[config.mk]
export PLATFORM = sky130hd
export DESIGN_NAME = hash_nonce_search
export DESIGN_NICKNAME = d
export VERILOG_FILES = /design/src/rtl/hash_nonce_search.sv
export SDC_FILE = /design/constraint.sdc
export NUM_CORES = 1
export LEC_CHECK = 0
export BUFFER_PORTS_ARGS = -buffer_cell sky130_fd_sc_hd__buf_4
export CORE_ASPECT_RATIO = 1.25
export CORE_UTILIZATION = 35
export CTS_CLUSTER_DIAMETER = 30
export DETAILED_ROUTE_END_ITERATION = 10
export GPL_TIMING_DRIVEN = 1
export SLEW_MARGIN = 20
export SYNTH_ARGS = -nofsm -noshare
export SYNTH_HDL_FRONTEND = slang
export SYNTH_SLANG_ARGS = --single-unit
export TNS_END_PERCENT = 50
[constraint.sdc]
create_clock -name clk -period 4.4 [get_ports clk]
set_input_delay 0.22 -clock clk [delete_from_list [all_inputs] [get_ports clk]]
set_output_delay 0.22 -clock clk [all_outputs]
set_load 0.005 [all_outputs]
[src/rtl/hash_nonce_search.sv]
// Nonce-search engine: hashes {block, nonce} for nonces NONCE_START..NONCE_MAX and
// reports the first nonce whose leading CHECK_BYTES hash bytes are all below target.
module hash_nonce_search #(
  parameter int          UNROLL      = 1,
  parameter int          CHECK_BYTES = 2,
  parameter logic [31:0] NONCE_MAX   = 32'hFFFF_FFFF,
  parameter logic [31:0] NONCE_START = 32'h0000_0000
) (
  input  logic        clk,
  input  logic        reset_L,
  input  logic        start,
  input  logic        abort,
  input  logic [95:0] block_in,
  input  logic [7:0]  target,
  output logic        busy,
  output logic        fin,
  output logic        found,
  output logic [31:0] nonce_valido_out,
  output logic [23:0] bounty_out
);

  localparam logic [4:0]  LAST_RND  = 5'(32 - UNROLL);
  localparam logic [23:0] HASH_INIT = 24'h01_89_FE;

  typedef enum logic [2:0] {IDLE, LOAD, HASH, CHECK, DONE} state_t;

  state_t      state;
  logic [95:0] blk;
  logic [7:0]  tgt;
  logic [31:0] nonce;
  logic [23:0] hsh;
  logic [4:0]  rnd;
  logic [23:0] hsh_next;
  logic [4:0]  idx;
  logic        hit;

  // Message byte j of the 16-byte schedule: 12 block bytes then 4 nonce bytes, MSB first.
  function automatic logic [7:0] msg_byte(input logic [95:0] b, input logic [31:0] n,
                                          input logic [3:0] j);
    logic [127:0] m;
    m = {b, n};
    return m[127 - 8 * int'(j) -: 8];
  endfunction

  function automatic logic [23:0] hash_round(input logic [23:0] s, input logic [7:0] w,
                                             input logic [4:0] i);
    logic [7:0] a, b, c, k;
    {a, b, c} = s;
    k = i[4] ? 8'hA1 : 8'h99;
    return {b ^ c, {c[3:0], c[7:4]} + w, a ^ k ^ {b[6:0], b[7]}};
  endfunction

  always_comb begin
    hsh_next = hsh;
    idx      = rnd;
    for (int u = 0; u < UNROLL; u++) begin
      idx      = rnd + 5'(u);
      hsh_next = hash_round(hsh_next, msg_byte(blk, nonce, idx[3:0]), idx);
    end
  end

  always_comb begin
    hit = hsh[23:16] < tgt;
    if (CHECK_BYTES >= 2) hit = hit && (hsh[15:8] < tgt);
    if (CHECK_BYTES >= 3) hit = hit && (hsh[7:0] < tgt);
  end

  always_ff @(posedge clk) begin
    if (!reset_L) begin
      state            <= IDLE;
      blk              <= '0;
      tgt              <= '0;
      nonce            <= '0;
      hsh              <= '0;
      rnd              <= '0;
      busy             <= 1'b0;
      fin              <= 1'b0;
      found            <= 1'b0;
      nonce_valido_out <= '0;
      bounty_out       <= '0;
    end else begin
      fin <= 1'b0;
      // Abort wins over everything else; results already latched are left untouched.
      if (abort && state != IDLE) begin
        state <= IDLE;
        busy  <= 1'b0;
      end else begin
        case (state)
          IDLE: if (start) begin
            blk              <= block_in;
            tgt              <= target;
            nonce            <= NONCE_START;
            found            <= 1'b0;
            nonce_valido_out <= '0;
            bounty_out       <= '0;
            busy             <= 1'b1;
            state            <= LOAD;
          end
          LOAD: begin
            hsh   <= HASH_INIT;
            rnd   <= '0;
            state <= HASH;
          end
          HASH: begin
            hsh <= hsh_next;
            rnd <= rnd + 5'(UNROLL);
            if (rnd == LAST_RND) state <= CHECK;
          end
          CHECK: begin
            if (hit) begin
              found            <= 1'b1;
              nonce_valido_out <= nonce;
              bounty_out       <= hsh;
              busy             <= 1'b0;
              fin              <= 1'b1;
              state            <= DONE;
            end else if (nonce == NONCE_MAX) begin
              // Stop here rather than incrementing, so the counter never wraps.
              busy  <= 1'b0;
              fin   <= 1'b1;
              state <= DONE;
            end else begin
              nonce <= nonce + 32'd1;
              state <= LOAD;
            end
          end
          DONE:    state <= IDLE;
          default: state <= IDLE;
        endcase
      end
    end
  end

endmodule

## Yosys cells after proc, flatten, opt, wreduce, memory -nomap -nowiden

Cells that the tools add are included.

| storage, ports and cells | value |
|---|---|
| register bits after elaboration | 227 |
| input port bits | 108 |
| word-level logic and storage cells | 75 |

| operators by class | value |
|---|---|
| $add $sub $neg | 4 |
| magnitude comparators | 2 |
| eq/ne operators | 11 |
| shifts and indexed selects | 1 |
| multiplexer cells | 26 |
| bitwise operators | 6 |
| reduce and logical (&&, ||, !) cells | 14 |

Operator list:

| operator | count |
|---|---|
| indexed part select 135 x 8 -> 8 bit | 1 |
| 2-to-1 mux 32 bit | 4 |
| one-hot mux 32 bit (2 select lines) | 2 |
| one-hot mux 24 bit (2 select lines) | 2 |
| 2-to-1 mux 24 bit | 2 |
| adder 32 x 1 -> 32 bit (second input constant) | 1 |
| == test 32 bit (second input constant) | 1 |
| bitwise XOR 8 bit | 3 |
| < comparator 8 bit | 2 |
| 2-to-1 mux 3 bit | 4 |
| one-hot mux 3 bit (4 select lines) | 1 |
| inequality test 2 bit (second input constant) | 5 |
| one-hot mux 5 bit (2 select lines) | 1 |
| adder 8 bit | 1 |
| subtractor 7 x 7 -> 8 bit (first input constant) | 1 |
| 2-to-1 mux 1 bit | 7 |
| == test 3 x 2 -> 1 bit (second input constant) | 2 |
| 2-to-1 mux 6 bit | 1 |
| AND reduction 3 bit | 2 |
| adder 5 x 1 -> 5 bit (second input constant) | 1 |
| == test 5 bit (second input constant) | 1 |
| AND reduction 5 bit | 1 |
| one-hot mux 1 bit (2 select lines) | 2 |
| AND reduction 2 bit | 2 |
| other kinds (10) | 14 |

## Depth between registers and ports, before layout

Gate-level depths: netlist of the first run.

| depth | value |
|---|---|
| word-level depth | 4 |
| mapped depth | 14 |

## Least setup slack after synthesis of the first run

No wires, ideal clock.

| path | value |
|---|---|
| path type | flip-flop to flip-flop |
| start | reg rnd[1] |
| end | reg hsh[14] |
| library setup time | 0.118 ns |
| arrival | 3.743 ns |
| setup slack | 0.538 ns |
| cell stages (with the launch flop) | 15 |
| path buffers | 3 |
| clock period less this slack | 3.862 ns |
| path through | dfxtp_1 clkbuf_1 buf_1 clkbuf_1 mux4_2 mux4_2 ha_1 fa_1 a21o_1 a21oi_1 o21bai_1 a21oi_1 xnor2_1 a22oi_1 nor2b_1 |

| on the way | value |
|---|---|
| word-level cells in the longest chain between the ends | 4 |

RTL lines:

| what | line | text |
|---|---|---|
| start: declaration | 32 | `logic [4:0] rnd;` |
| start signal: assignment | 106 | `rnd <= rnd + 5'(UNROLL);` |
| subtractor 7 x 7 -> 8 bit | 42 | `return m[127 - 8 * int'(j) -: 8];` |
| indexed part select 135 x 8 -> 8 bit | 42 |  |
| adder 8 bit | 50 | `return {b ^ c, {c[3:0], c[7:4]} + w, a ^ k ^ {b[6:0], b[7]}};` |
| one-hot mux 24 bit (2 select lines) | 88 | `case (state)` |
| end signal: assignment | 105 | `hsh <= hsh_next;` |
| end: declaration | 31 | `logic [23:0] hsh;` |

No other way between the ends.
A chain may end at the register's enable or synchronous reset.

## Final worst setup path of the first run

| path | value |
|---|---|
| start | reg rnd[0] |
| end | reg hsh[14] |

The elaborated chain is that of the path after synthesis.

==> results.ini, run 1 <==
[outcome]
status = completed

[setup_path]
max_stage_delay_ns = 0.58
rrSetupSlack_ns = 0.85
endpoint_kind = flop
crit_required_ns = 4.87
worstSetupPathType = reg2reg
startpoint = rnd[0]$_SDFFE_PN0P_
cp_slowest_cell = dfxtp_2
crit_end = hsh[14]$_SDFFE_PN0P_
arrival_ns = 4.02
reg2reg_to = hsh[14]$_SDFFE_PN0P_
reg2reg_depth = 11
reg2reg_from = rnd[0]$_SDFFE_PN0P_
path_max_fanout = 18
crit_chain = buf_4 -> mux4_2 -> mux4_2 -> fa_1 -> a21o_1 -> a21oi_1 -> o21bai_1 -> a21oi_1 -> xnor2_1 -> a22oi_1 -> nor2b_1
startpoint_type = flop

[detailed_routing]
dr_total_vias = 9463
wl_um = 31100
first_pass_iters = 5
routedWlPerCell_um = 16.7
vias_per_cell = 5.07
drt_iter0_drc = 622
drcViolationCount = 0
drtAntennaViolNets = 0

[sta]
worst_slew_margin_rel_pct = 31.4
rsz0062_at_grt = false
hold_violations = 0
min_period_over_period_pct = 80.6
fin_skew_ns = 0.0315
fmax_mhz = 282
period_needed_ns = 3.55
final.setup.tns_ns = 0
holdWs_ns = 0.0163
worst_slew_pin_slew_ns = 1.03
slew_viol_final = 0
finalSetupViolCount = 0

[final_layout]
n_antenna_cell = 0
drive_above_1_share_pct = 22.7
instances_no_fill = 1865
fin_nets = 1561
syn_to_final_growth_pct = 37.5

[logic_synthesis]
yosysSeqAreaShare_pct = 42.4
synth_edf_count = 0
synth-main-ff-cell = dfxtp_1
syn_nets = 1334
syn-instance-count = 1201
syn_avg_cell_area_sq_um = 8.93
yosysUniqueCellTypes = 67
synth_seq_cells = 227
yosys_warnings = 0
async_flop_share_pct = 0
syn_area_sq_mm = 0.0107

[placed_design]
gp_congestion = 0.837
placed_cells = 1685
place_hpwl_um = 21200
io_buffers = 166

[power]
powerDensity_mw_per_mm2 = 425
ir_drop_uv = 360
p_leak_nw = 5.57

[job]
cap_viol_max_count = 0

[clock_tree]
holdBufCountCts = 96
clock_latency_ns = 0.54
cts_resized = 0
clockRootBuffer = clkbuf_16
cts_made_buffers = 46
cts_max_level = 2
postCtsSetupBuffers = 0
clkTransAtPathRegs_ns = 0.05
clock_sinks = 227
cts_buffer_depth = 3
cts_tree = done

[die]
ios = 167
dieArea_sq_mm = 0.0313
chipHeight_um = 198
fp.dieW_um = 159
core-area_sq_mm = 0.0301
rows = 71
initial_core_util_pct = 35.6

[global_route]
grt_pass1_vias = 9461
grt_antenna_before_repair = 0
grt_max_degree = 105
track_usage_pct = 20.3
grt_pass1_wl_um = 49600
grt_overflow_total = 0

[min_path]
hold_class = in2reg
min_from = block_in[9]

Yosys cell counts (14+ instances only):
library cell  instances  share of area [%]
o21ai_0              26                1.2
dfxtp_1             227                 42
ha_1                 24                2.8
a21oi_1              44                2.1
mux4_2               38                8.0
nor2b_1              21                1.2
xnor2_1              18                1.5
a22oi_1              14               0.98
clkbuf_1             69                2.4
nand2_1             295                 10
nand3_1              70                3.3
nor2_1               22               0.77
inv_1                14               0.49
a21boi_0            147                 10
a21boi_1             15                1.1
or3_1                17               0.99
placed cells by master (no fill, tap or decap), drive strengths merged, types with 2 or more instances in the layout:
cell type    synthesis  routed
buf                 22     178
a21boi             162     162
a211oi               2       2
o31ai                7       7
xnor2               18      18
bufinv               0       6
nand2              295     295
xor2                11      11
nor3                10      10
ha                  24      24
clkinv               0       8
and2                 2       2
nand4               14      14
nand3               70      70
and3                 5       5
nor2                24      24
mux4                39      39
a21oi               47      47
mux2i                5       5
nor2b               21      21
a22oi               14      14
or3                 22      22
or2                  3       3
inv                 14      17
dfxtp              227     227
dlygate4sd3          1      96
o211ai               4       4
o21bai               3       3
clkinvlp             0       9
or4                  6       6
nor3b                2       2
clkbuf              72      58
o21ai               39      39
flip-flops by register name, indices dropped and copies added (netlist names):
name,flops
blk,96
nonce,32
nonce_valido_out,32
bounty_out,24
hsh,24
tgt,8
rnd,5
state,3
busy,1
fin,1
found,1
how the worst min path moves through the flow:
stage | depth (start not counted) | slack, ns | to
2_1_floorplan | 2 | 0.36 | blk[0]$_SDFFE_PN0P_
3_3_place_gp | 2 | 0.44 | bounty_out[21]$_SDFFE_PN0P_
3_5_place_dp | 2 | 0.45 | nonce_valido_out[29]$_SDFFE_PN0P_
4_1_cts | 3 | 0.002 | blk[42]$_SDFFE_PN0P_
5_1_grt | 3 | 0.01 | blk[9]$_SDFFE_PN0P_
6_report | 3 | 0.02 | blk[9]$_SDFFE_PN0P_
layer usage:
layer  routed length [um]  global-route usage [%]
met2                14700                    33.7
met5                    0                       0
met4                 1440                    10.4
met3                 1570                    3.69
met1                13400                    24.8
through the flow:
stage / total power, mW / utilization [%] / worst slack [ns] / cell area (sq um)
after floorplan: 2.51 / - / 0.538 / 10700
after global placement: 2.69 / 40.4 / 0.844 / 12200
after detailed placement: 2.69 / 40.4 / 0.805 / 12200
after CTS: 6.32 / 48.9 / 0.793 / 14700
after global routing: 6.49 / 49.0 / 0.608 / 14700
final: 6.27 / 49.0 / 0.852 / 14700
critical path: cells and delay by family, from the launching register on:
family	cells	cell delay [ns]
xor+xnor	1	0.13
mux	2	1.09
buf+inv	1	0.35
compound gates	5	0.75
flops	1	0.58
fa+ha+maj	1	0.45
simple gates	1	0.15
cell type report:
type	count	area (sq um)
Sequential cell	227	4550
Clock buffer	58	1280
Clock inverter	26	323
Inverter	14	52.6
Fill cell	2780	15400
Timing Repair Buffer	274	2310
Tap cell	401	502
Multi-Input combinational cell	865	5730
power by group:
part	leakage (nW)	internal, mW	switching (mW)	total (mW)
registers	1.85	2.14	0.0587	2.19
clock network	0.762	2.40	1.14	3.55
logic	2.96	0.256	0.272	0.528
total	5.57	4.80	1.47	6.27
kinds of logic (layout without fill, tap and decap cells):
| group | count (synthesis) | in the layout | share of synthesized area, % |
|---|---|---|---|
| compound gates | 288 | 288 | 18.8 |
| fa+ha+maj | 25 | 25 | 2.99 |
| xor+xnor | 29 | 29 | 2.37 |
| flops | 227 | 227 | 42.4 |
| mux | 44 | 44 | 8.70 |
| buf+inv | 109 | 372 | 4.60 |
| simple gates | 479 | 479 | 20.1 |
(Power assumes the default switching activity.)
==> run 2: changes to the inputs <==
==> constraint.sdc (replaced) <==
create_clock -name clk -period 3.1 [get_ports clk]
set_input_delay 0.155 -clock clk [delete_from_list [all_inputs] [get_ports clk]]
set_output_delay 0.155 -clock clk [all_outputs]
set_load 0.005 [all_outputs]
==> results.ini, run 2 (same netlist as run 1, synthesis figures left out) <==
[outcome]
status = completed

[final_layout]
final_util_pct = 49.7  ; +0.73 points
multi_input_area_sq_mm = 0.00574  ; +0.11%
syn_to_final_growth_pct = 39.6
drive_above_1_share_pct = 24.3  ; +1.5 points
top_regs = blk: 96 flops, nonce: 32 flops, nonce_valido_out: 32 flops
seqCellArea_sq_mm = 0.00455  ; about the same
final_cell_mix = nand2_1 (294), dfxtp_1 (225), buf_4 (213)
top_register = blk
largest_register_ffs = 96  ; unchanged
instances_no_fill = 1906  ; +2.2%
n_antenna_cell = 0  ; unchanged
nFillCells = 2796  ; +0.58%
final_common_cell = nand2_1
fin_nets = 1607  ; +2.9%

[global_route]
grt_pass1_wl_um = 51300  ; +3.4%
track_usage_pct = 21.0  ; +0.73 points
grt_pass1_vias = 9515  ; +0.57%
grt_max_degree = 150  ; +43%
grt_antenna_before_repair = 0  ; unchanged
grt_overflow_total = 0  ; unchanged

[detailed_routing]
routedWlPerCell_um = 17.0  ; +1.8%
drt_iter0_drc = 571  ; -8.2%
drcViolationCount = 0  ; unchanged
dr_total_vias = 9648  ; +2.0%
wl_um = 32400  ; +4.0%
first_pass_iters = 5  ; unchanged
drtAntennaViolNets = 0  ; unchanged
vias_per_cell = 5.06  ; -0.24%

[setup_path]
path_delay_family = multiplexers
reg2reg_depth = 14  ; +3
crit_chain = buf_12 -> buf_8 -> buf_6 -> mux4_2 -> mux4_2 -> ha_2 -> fa_2 -> a21o_1 -> a21oi_2 -> o21bai_1 -> a21oi_1 -> xnor2_1 -> a22oi_1 -> nor2b_1
arrival_ns = 3.50  ; -0.52 ns
worstSetupPathType = reg2reg
reg2reg_to = hsh[14]$_SDFFE_PN0P_
endpoint_kind = flop
rrSetupSlack_ns = 0.04  ; -0.81 ns
crit_required_ns = 3.54  ; -1.33 ns
startpoint_type = flop
max_stage_delay_ns = 0.46  ; -0.12 ns
crit_top_cell = mux4_2
crit_buf_inv = 3  ; +2
path_max_fanout = 7  ; -11
reg2reg_from = rnd[0]$_SDFFE_PN0P_
cp_slowest_cell = mux4_2

[die]
fp.dieW_um = 159  ; unchanged
initial_core_util_pct = 35.6  ; unchanged
chipHeight_um = 198  ; unchanged
ios = 167  ; unchanged
core-area_sq_mm = 0.0301  ; unchanged
dieArea_sq_mm = 0.0313  ; unchanged
rows = 71  ; unchanged

[sta]
period_needed_ns = 3.06  ; -0.490 ns
worst_slew_pin_slew_ns = 0.839  ; -0.189 ns
slew_viol_final = 0  ; unchanged
rsz0062_at_grt = true
finalSetupViolCount = 0  ; unchanged
hold_violations = 0  ; unchanged
fin_skew_ns = 0.0180  ; -0.0136 ns
holdWs_ns = 0.0424  ; +0.0261 ns
fmax_mhz = 327  ; +16%
min_period_over_period_pct = 98.7  ; +18 points
worst_slew_margin_rel_pct = 43.3  ; +12 points

[placed_design]
placed_cells = 1722  ; +2.2%
place_hpwl_um = 22500  ; +6.6%
io_buffers = 166  ; unchanged
gp_congestion = 0.849  ; +1.4%

[min_path]
holdPathEnd = hsh[8]$_SDFFE_PN0P_
hold_class = in2reg
hold_depth = 3  ; unchanged
min_from = abort

[clock_tree]
clkTransAtPathRegs_ns = 0.05  ; about the same
cts_max_level = 2  ; unchanged
cts_buffer_depth = 3  ; unchanged
cts_made_buffers = 42  ; -8.7%
clock_latency_ns = 0.52  ; -0.02 ns
clock_sinks = 227  ; unchanged
cts_tree = done
clockRootBuffer = clkbuf_16

[power]
p_leak_nw = 5.70  ; +2.5%
powerDensity_mw_per_mm2 = 554  ; +30%
power.total_mw = 8.28  ; +32%
ir_drop_uv = 341  ; -5.4%

[job]
cap_viol_max_count = 0  ; unchanged

run 2: per-stage QoR:
stage	TNS, ns	setup slack, ns	area, sq um
6_report	0	0.0417	15000
5_1_grt	-0.190	-0.0966	15000
4_1_cts	0	0.0249	14900
3_5_place_dp	0	0.0176	12500
3_3_place_gp	0	0.0571	12500
2_1_floorplan	0	0.0184	10800
run 2: worst min-delay path, stage by stage:
cell and delay, ns:
buf_4 0.18, nor3_1 0.09, nor2_1 0.09
run 2: what timing repair did:
action / in CTS / in global routing
hold buffers: 104 / 0
endpoints found under the setup margin: 1 / 2
setup buffers: 0 / 5
pin swaps: 1 / 4
gates resized for setup: 3 / 5
hold endpoints to repair: 104 / 0
run 2: where the power goes:
part / switching (mW) / internal (mW)
Clock: 1.52 / 2.84
Sequential: 0.0808 / 3.03
Combinational: 0.411 / 0.405
run 2: how the worst max path moves through the flow:
stage,from,end,depth (start not counted)
3_3_place_gp,rnd[0]$_SDFFE_PN0P_,hsh[14]$_SDFFE_PN0P_,12
4_1_cts,rnd[0]$_SDFFE_PN0P_,hsh[14]$_SDFFE_PN0P_,12
6_report,rnd[0]$_SDFFE_PN0P_,hsh[14]$_SDFFE_PN0P_,14
5_1_grt,rnd[0]$_SDFFE_PN0P_,hsh[15]$_SDFFE_PN0P_,12
2_1_floorplan,rnd[0]$_SDFFE_PN0P_,hsh[14]$_SDFFE_PN0P_,13
3_5_place_dp,rnd[0]$_SDFFE_PN0P_,hsh[14]$_SDFFE_PN0P_,12
run 2: layer usage:
layer | track usage (%) | vias up | share of wire, %
met4 | 10.0 | 0 | 4.3
met3 | 3.53 | 90 | 4.9
met2 | 35.6 | 273 | 49
met5 | 0 | - | 0
met1 | 25.7 | 4532 | 42
li1 | - | 4753 | -
run 2: final cells by class:
| cell class | instances | share of cell area (%) |
|---|---|---|
| clock buffers | 53 | 7.58 |
| well taps | 401 | 3.35 |
| multi-input cells | 865 | 38.3 |
| repair buffers | 324 | 18.5 |
| inverters | 14 | 0.351 |
| flip-flops and latches | 227 | 30.4 |
| clock inverters | 22 | 1.48 |
